### config.mk
export PLATFORM = sky130hd
export DESIGN_NAME = cpu_run_monitor
export DESIGN_NICKNAME = d
export VERILOG_FILES = /design/src/rtl/cpu_run_monitor.sv
export SDC_FILE = /design/constraint.sdc
export NUM_CORES = 1
export LEC_CHECK = 0
export CORE_MARGIN = 3
export CORE_UTILIZATION = 40
export CTS_CLUSTER_DIAMETER = 30
export DETAILED_ROUTE_END_ITERATION = 8
export PLACE_DENSITY = 0.57
export SLEW_MARGIN = 15
export SYNTH_ARGS = -nofsm -noshare
export SYNTH_HDL_FRONTEND = slang
export SYNTH_SLANG_ARGS = --single-unit
### constraint.sdc
create_clock -name clk -period 7.5 [get_ports clk]
set_input_delay 0.75 -clock clk [delete_from_list [all_inputs] [get_ports clk]]
set_output_delay 0.75 -clock clk [all_outputs]
set_load 0.02 [all_outputs]
### src/rtl/cpu_run_monitor.sv
// cpu_run_monitor: run controller with cycle-limit timeout, halt detection,
// store-write log FIFO and running store signature.
module cpu_run_monitor #(
    parameter int DATA_WIDTH  = 32,
    parameter int ADDR_WIDTH  = 8,
    parameter int LOG_DEPTH   = 16,
    parameter int MAX_CYCLES  = 40,
    parameter int HALT_STABLE = 4,
    parameter int COUNT_WIDTH = 16
) (
    input  logic                   clk,
    input  logic                   reset,
    input  logic                   start,
    input  logic [ADDR_WIDTH-1:0]  instruction_address,
    input  logic [ADDR_WIDTH-1:0]  data_address,
    input  logic [DATA_WIDTH-1:0]  write_data,
    input  logic                   write_enable,
    input  logic                   log_rd_en,
    output logic                   running,
    output logic                   done,
    output logic                   halted,
    output logic                   timeout,
    output logic [COUNT_WIDTH-1:0] cycle_count,
    output logic [COUNT_WIDTH-1:0] write_count,
    output logic [DATA_WIDTH-1:0]  signature,
    output logic                   log_valid,
    output logic [ADDR_WIDTH-1:0]  log_addr,
    output logic [DATA_WIDTH-1:0]  log_data,
    output logic                   log_empty,
    output logic                   log_full,
    output logic                   log_overflow
);
    localparam int PW = $clog2(LOG_DEPTH) + 1;
    localparam int SW = $clog2(HALT_STABLE) + 1;
    localparam logic [1:0] IDLE    = 2'd0;
    localparam logic [1:0] RUN     = 2'd1;
    localparam logic [1:0] HALTED  = 2'd2;
    localparam logic [1:0] TIMEOUT = 2'd3;

    logic [1:0]                       state;
    logic [PW-1:0]                    wr_ptr, rd_ptr;
    logic [SW-1:0]                    stable;
    logic [ADDR_WIDTH-1:0]            last_pc;
    logic [ADDR_WIDTH+DATA_WIDTH-1:0] mem [LOG_DEPTH];
    logic                             is_run, pc_same, halt_hit, limit_hit, store, do_pop, do_push;

    always_comb begin
        is_run    = state == RUN;
        pc_same   = instruction_address == last_pc;
        halt_hit  = is_run && pc_same && stable == SW'(HALT_STABLE - 2);
        limit_hit = is_run && cycle_count == COUNT_WIDTH'(MAX_CYCLES - 1);
        store     = is_run && write_enable && !start;
        log_empty = wr_ptr == rd_ptr;
        log_full  = wr_ptr == {~rd_ptr[PW-1], rd_ptr[PW-2:0]};
        do_pop    = log_rd_en && !log_empty && !start;
        do_push   = store && (!log_full || do_pop);
        running   = state == RUN;
        halted    = state == HALTED;
        timeout   = state == TIMEOUT;
        done      = halted || timeout;
    end

    always_ff @(posedge clk)
        if (do_push) mem[wr_ptr[PW-2:0]] <= {data_address, write_data};

    always_ff @(posedge clk or negedge reset) begin
        if (!reset) begin
            state        <= IDLE;
            cycle_count  <= '0;
            write_count  <= '0;
            signature    <= '0;
            log_overflow <= 1'b0;
            log_valid    <= 1'b0;
            log_addr     <= '0;
            log_data     <= '0;
            wr_ptr       <= '0;
            rd_ptr       <= '0;
            stable       <= '0;
            last_pc      <= '0;
        end else begin
            log_valid <= do_pop;
            if (do_pop) begin
                {log_addr, log_data} <= mem[rd_ptr[PW-2:0]];
                rd_ptr <= rd_ptr + PW'(1);
            end
            if (start) begin
                state        <= RUN;
                cycle_count  <= '0;
                write_count  <= '0;
                signature    <= '0;
                log_overflow <= 1'b0;
                wr_ptr       <= '0;
                rd_ptr       <= '0;
                stable       <= '0;
                last_pc      <= instruction_address;
            end else if (is_run) begin
                cycle_count <= cycle_count + COUNT_WIDTH'(1);
                stable      <= pc_same ? stable + SW'(1) : '0;
                if (!pc_same) last_pc <= instruction_address;
                // halt has priority when both conditions land on the same cycle
                state <= halt_hit ? HALTED : limit_hit ? TIMEOUT : RUN;
                if (write_enable) begin
                    write_count <= write_count + COUNT_WIDTH'(write_count != '1);
                    signature   <= {signature[DATA_WIDTH-2:0], signature[DATA_WIDTH-1]}
                                   ^ write_data ^ DATA_WIDTH'(data_address);
                    if (do_push) wr_ptr <= wr_ptr + PW'(1);
                    else log_overflow <= 1'b1;
                end
            end
        end
    end
endmodule
==> results of run 1 <==
through the flow:
stage | setup slack (ns) | total power [mW] | hold WS [ns] | area (µm²)
after global routing | 3.062 | 13.64 | 0.1524 | 38010
after global placement | 3.366 | 6.545 | 0.4815 | 32810
after CTS | 3.325 | 13.33 | 0.1276 | 38010
after floorplan | 2.872 | 5.970 | 0.4544 | 30000
after detailed placement | 3.355 | 6.557 | 0.4986 | 32820
final | 3.539 | 13.17 | 0.1061 | 38010
flip-flops by register name, summed over array words and instances, names as in the netlist, 2 cells and up:
| name | flops |
|---|---|
| cycle_count | 16 |
| last_pc | 8 |
| log_addr | 8 |
| log_data | 32 |
| mem | 640 |
| rd_ptr | 5 |
| signature | 32 |
| stable | 3 |
| state | 2 |
| wr_ptr | 5 |
| write_count | 16 |
final cells by class:
class / count / area, µm²
clock buffer: 168 / 3870
timing repair buffer: 199 / 1911
multi-input combinational: 676 / 7237
sequential: 769 / 22450
inverter: 6 / 22.52
fill: 5902 / 35570
tap: 959 / 1200
clock inverter: 104 / 1315
worst paths after layout:
kind | to | slack [ns] | cells after the start
max in group asynchronous | signature[14]$_DFFE_PN0P_ | 5.99 | 2
hold reg to reg | log_addr[4]$_DFFE_PN0P_ | 0.50 | 1
setup / recovery | log_data[7]$_DFFE_PN0P_ | 3.54 | 6
setup reg to reg | log_data[7]$_DFFE_PN0P_ | 3.54 | 6
hold / removal | last_pc[3]$_DFFE_PN0P_ | 0.11 | 1
min in group clk | cycle_count[4]$_DFFE_PN0P_ | 0.47 | 2
metal layers:
metal | routed length [µm] | share of wire (%) | global-route usage, % | vias up
li1 | - | - | - | 6732
met1 | 31650 | 43 | 26.28 | 8320
met2 | 34780 | 47 | 29.91 | 533
met3 | 5510 | 7.5 | 5.709 | 115
met4 | 1471 | 2.0 | 6.458 | 0
met5 | 0 | 0 | 0 | -
critical path, cell delays in order, from the launching register on:
cell and delay [ns]:
dfrtp_4 1.03, buf_4 0.75, buf_4 0.79, mux4_2 0.59, a22oi_1 0.27, nand2_1 0.08
mux2_2 0.27
cells by family after synthesis:
logic type      Yosys count  share of synthesized area, %
buf+inv                  88                         1.518
flops                   769                         74.81
xor+xnor                 89                         2.598
simple gates            232                         3.532
mux                     211                         13.91
compound gates          134                         3.211
fa+ha+maj                10                        0.4170
report_power, final:
group,internal (mW),switching [mW]
clock,4.47,2.26
sequential,4.81,0.155
combinational,0.770,0.715
total,10.0,3.13
cell usage in the layout, fill, tap and decap left out, types with 4 or more instances in the layout:
cell type / Yosys / final
and3_1: 8 / 8
mux2_2: 48 / 48
a22oi_1: 80 / 80
nor2_1: 84 / 71
clkbuf_1: 45 / 12
nand3_1: 14 / 14
nand4_1: 11 / 11
ha_1: 10 / 10
nand2b_1: 5 / 5
clkinv_4: 0 / 12
clkinvlp_4: 0 / 17
o21ai_0: 4 / 4
nor2_4: 0 / 13
xnor2_1: 52 / 52
nor3_2: 0 / 4
mux4_2: 160 / 160
nand2_1: 78 / 78
clkdlybuf4s50_1: 0 / 162
inv_1: 5 / 5
a21oi_1: 15 / 15
clkbuf_8: 0 / 7
xor2_1: 37 / 37
clkbuf_16: 0 / 149
edfxtp_1: 640 / 640
dfrtp_1: 129 / 127
clkinv_2: 0 / 23
inv_6: 0 / 11
or3_1: 4 / 4
and4_1: 5 / 5
clkinv_1: 1 / 12
buf_4: 0 / 35
bufinv_16: 0 / 21
a211oi_1: 24 / 24
==> results.yml, run 1 <==
route:
  drc: 0
  vias_per_cell: 5.449
  vias: 15700
  drtAntennaViolNets: 0
  drt-total-wl_um: 73410
  wl_per_cell_um: 25.48
  dr.pass1.iters: 5
  drt_iter0_markers: 1303
cts:
  cts_hold_buf: 0
  cts_setup_buffers: 0
  path_clk_slew_ns: 0.05
  cts_tree: "built"
  htreeDepth: 4
  cts_root_buf: "clkbuf_16"
  cts.repair.resized: 0
  clk_latency_ns: 0.72
  cts_buffer_depth: 3
  cts_made_buffers: 147
  cts.sinks: 769
yosys:
  synth.largest_area_cell: "edfxtp_1"
  yosys-top-cells-count: "640 x edfxtp_1, 160 x mux4_2, 129 x dfrtp_1"
  syn_inst: 1533
  synth_top_cell_area_share_pct: 64.05
  synth_most_common_cell: "edfxtp_1"
  synth.distinct_cells: 47
  seq_area_frac_synth_pct: 74.81
  netlist_area_mm2: 0.03000
  avgSynthCellArea_um2: 19.57
  synth_fp_nets: 1596
  ys_ff_latch: 769
  synthTopCellsByArea: "edfxtp_1 64%, mux4_2 12%, dfrtp_1 11%"
  ys_async_sr_fraction_pct: 16.78
  synth_edf_count: 640
  synth_flop_cell: "edfxtp_1"
  yosys_warnings: 0
final_layout:
  synthToLayoutAreaGrowth_pct: 26.68
  final_util_pct: 51.66
  antennaDiodeCount: 0
  fin_cells: 2881
  drive_above_1_share_pct: 27.11
  nets: 1862
worst_setup_path:
  cp_max_fo: 46
  worstSetupEndpointType: "flip-flop"
  worstReg2RegStart: "rd_ptr[0]$_DFFE_PN0P_"
  worst_ep_required_time_ns: 8.09
  setup.worst_path.start: "rd_ptr[0]$_DFFE_PN0P_"
  crit_arrival_ns: 4.55
  criticalPathCategory: "flip-flop to flip-flop"
  cp-start-kind: "flip-flop"
global_routing:
  grt_pass1_wl_um: 110600
  grt_max_degree: 79
  grt_pass1_vias: 16860
  antenna_found_initial: 1
  globalRouteOverflowTotal: 0
  gr-usage-all-layers_pct: 19.28
floorplan:
  core_area_mm2: 0.07358
  die_area_mm2: 0.07833
  die_h_um: 279.9
  rows: 99
  fp.dieW_um: 279.9
  boundaryPins: 165
  initial_utilization_pct: 40.78
place:
  dp_hpwl_um: 40080
  place_inst: 2609
  routabilityCongestion: 0.7817
  io_buffer_count: 164
power_and_ir_drop:
  p_leak_nw: 12.74
  p_per_area_mw_per_mm2: 346.5
  ir_drop_mv: 0.1742
timing:
  fin_crit_ns: 3.961
  finalSetupViolations: 0
  max_freq_mhz: 252.4
  setup_tns_ns: 0
  period_share_pct: 52.82
  max_slew_margin_pct: 27.35
  final-hold-violation-count: 0
  grt_setup_unrepaired: "no"
  skew_ns: 0.02249
  tightest_slew_ns: 1.090
  finalMaxSlewViolations: 0
status:
  status: "finished clean"
job:
  maxCapViolations: 0
min_path:
  hold_class: "primary input to async pin"
(Power assumes the default switching activity.)
==> run 2, diff against run 1 <==
- clock period: 7.5 -> 4.1 ns (I/O delays scaled with it)
==> results.yml, run 2 (synthesis gave the netlist of run 1 again) <==
status:
  status: "finished clean"
route:
  vias: 15550
  dr.pass1.iters: 5
  wl_per_cell_um: 24.34
  drt_iter0_markers: 1084
  vias_per_cell: 5.381
  drt-total-wl_um: 70320
  drtAntennaViolNets: 0
  drc: 0
final_layout:
  drive_above_1_share_pct: 26.94
  largest_reg_flops: 640
  mostFrequentLayoutCell: "edfxtp_1"
  nets: 1869
  fillers: 5867
  layout.cells.most_common_list: "640 x edfxtp_1, 162 x clkdlybuf4s50_1, 160 x mux4_2"
  register_area_mm2: 0.02245
  synthToLayoutAreaGrowth_pct: 26.53
  antennaDiodeCount: 0
  multi_input_area_mm2: 0.007262
power_and_ir_drop:
  p_sw_share_pct: 24.14
  switchingPower_mw: 5.651
  p_per_area_mw_per_mm2: 616.7
  p_int_mw: 17.76
  ir_drop_mv: 0.4487
  p_seq_share_pct: 38.3
  p_leak_nw: 12.64
  power_frac_comb_pct: 12.1
  p_total_mw: 23.41
  clockPowerShare_pct: 49.5
worst_setup_path:
  cp_max_fo: 10
  worstSetupEndpointType: "output port"
  r2r-end: "mem[14][27]$_DFFE_PP_"
  worstReg2RegStart: "wr_ptr[3]$_DFFE_PN0P_"
  cp-start-kind: "flip-flop"
  ff2ff_setup_slack_ns: 1.37
  r2r_cells: 6
  criticalPathCategory: "flip-flop to output port"
  worst_ep_required_time_ns: 3.69
  crit_arrival_ns: 2.75
timing:
  max_freq_mhz: 316.0
  setup_tns_ns: 0
  period_share_pct: 77.19
  tightest_slew_ns: 1.175
  holdWs_ns: 0.1993
  finalSetupViolations: 0
  max_slew_margin_pct: 21.66
  final-hold-violation-count: 0
  finalMaxSlewViolations: 0
  fin_crit_ns: 3.165
  skew_ns: 0.03871
  grt_setup_unrepaired: "no"
global_routing:
  grt_pass1_vias: 16720
  gr-usage-all-layers_pct: 18.52
  grt_pass1_wl_um: 107400
  grt_max_degree: 164
  globalRouteOverflowTotal: 0
  antenna_found_initial: 0
floorplan:
  rows: 99
  die_h_um: 279.9
  boundaryPins: 165
  fp.dieW_um: 279.9
  die_area_mm2: 0.07833
  core_area_mm2: 0.07358
  initial_utilization_pct: 40.78
cts:
  htreeDepth: 4
  cts_buffer_depth: 3
  cts_tree: "built"
  cts_made_buffers: 146
  path_clk_slew_ns: 0.05
  cts.sinks: 769
  cts_root_buf: "clkbuf_16"
  clk_latency_ns: 0.71
min_path:
  hold_class: "primary input to flip-flop"
  hold_path_end: "log_overflow$_DFFE_PN0P_"
  hold_start: "start"
  min_delay_path_depth: 2
place:
  routabilityCongestion: 0.7956
  io_buffer_count: 164
  dp_hpwl_um: 40860
job:
  maxCapViolations: 0
## run 2: changes by cell type in the layout (fill, tap and decap cells not counted), moves of 3 or more
cell and delta:
clkinv_4 -5, clkinvlp_4 +8, clkinv_2 -3, clkinv_1 +4
nor3_4 +4, buf_12 +10, nor3_2 -4, bufinv_16 -10
clkbuf_1 +4
## run 2: worst max-delay path, cell delays in order (launching register included)
cell and delay (ns):
dfrtp_1 0.69, xnor2_1 0.20, nand4_2 0.23, nor2_2 0.26, clkdlybuf4s50_1 0.69
## run 2: through the flow
stage	instances	cell area (µm²)	util (%)	setup WS, ns
after floorplan	1533	30020	-	0.7937
after global placement	2616	33020	44.88	1.005
after detailed placement	2616	33020	44.88	1.034
after CTS	2889	37970	51.60	0.8511
after global routing	2889	37970	51.60	0.7511
final	2889	37970	51.60	0.9353
## run 2: worst max-delay path by stage
stage | to | start | depth (start not counted) | slack, ns
after floorplan | mem[12][0]$_DFFE_PP_ | state[1]$_DFFE_PN0P_ | 5 | 0.79
after global placement | mem[14][34]$_DFFE_PP_ | write_enable | 8 | 1.01
after detailed placement | mem[14][4]$_DFFE_PP_ | write_enable | 8 | 1.03
after CTS | log_empty | wr_ptr[2]$_DFFE_PN0P_ | 4 | 0.85
after global routing | log_empty | wr_ptr[2]$_DFFE_PN0P_ | 4 | 0.75
final | log_empty | wr_ptr[2]$_DFFE_PN0P_ | 4 | 0.94
## run 2: layout make-up
| class | instances | area share [%] |
|---|---|---|
| Sequential cell | 769 | 59.14 |
| Multi-Input combinational cell | 676 | 19.13 |
| Clock buffer | 171 | 10.20 |
| Timing Repair Buffer | 207 | 5.507 |
| Tap cell | 959 | 3.161 |
| Clock inverter | 101 | 2.805 |
| Inverter | 6 | 0.05932 |
## run 2: what timing repair did
item,in CTS,in global routing
setup endpoints to repair,0,0
gates resized for setup,0,0
hold buffers,1,0
hold endpoints to repair,81,0
setup buffers,0,0
## run 2: power groups by stage
stage | sequential, mW | combinational (mW) | clock [mW]
finish | 8.98 | 2.83 | 11.6
global route | 9.01 | 3.05 | 12.2
CTS | 8.99 | 2.92 | 11.8
detailed placement | 9.12 | 2.91 | 0
global placement | 9.12 | 2.88 | 0
floorplan | 9.36 | 1.56 | 0
## run 2: per-layer routing
layer	vias to the layer above	track usage [%]	part of all wire, %
met1	8165	25.07	43
li1	6775	-	-
met2	508	29.27	48
met5	-	0	0
met3	97	5.634	7.2
met4	0	5.265	1.8
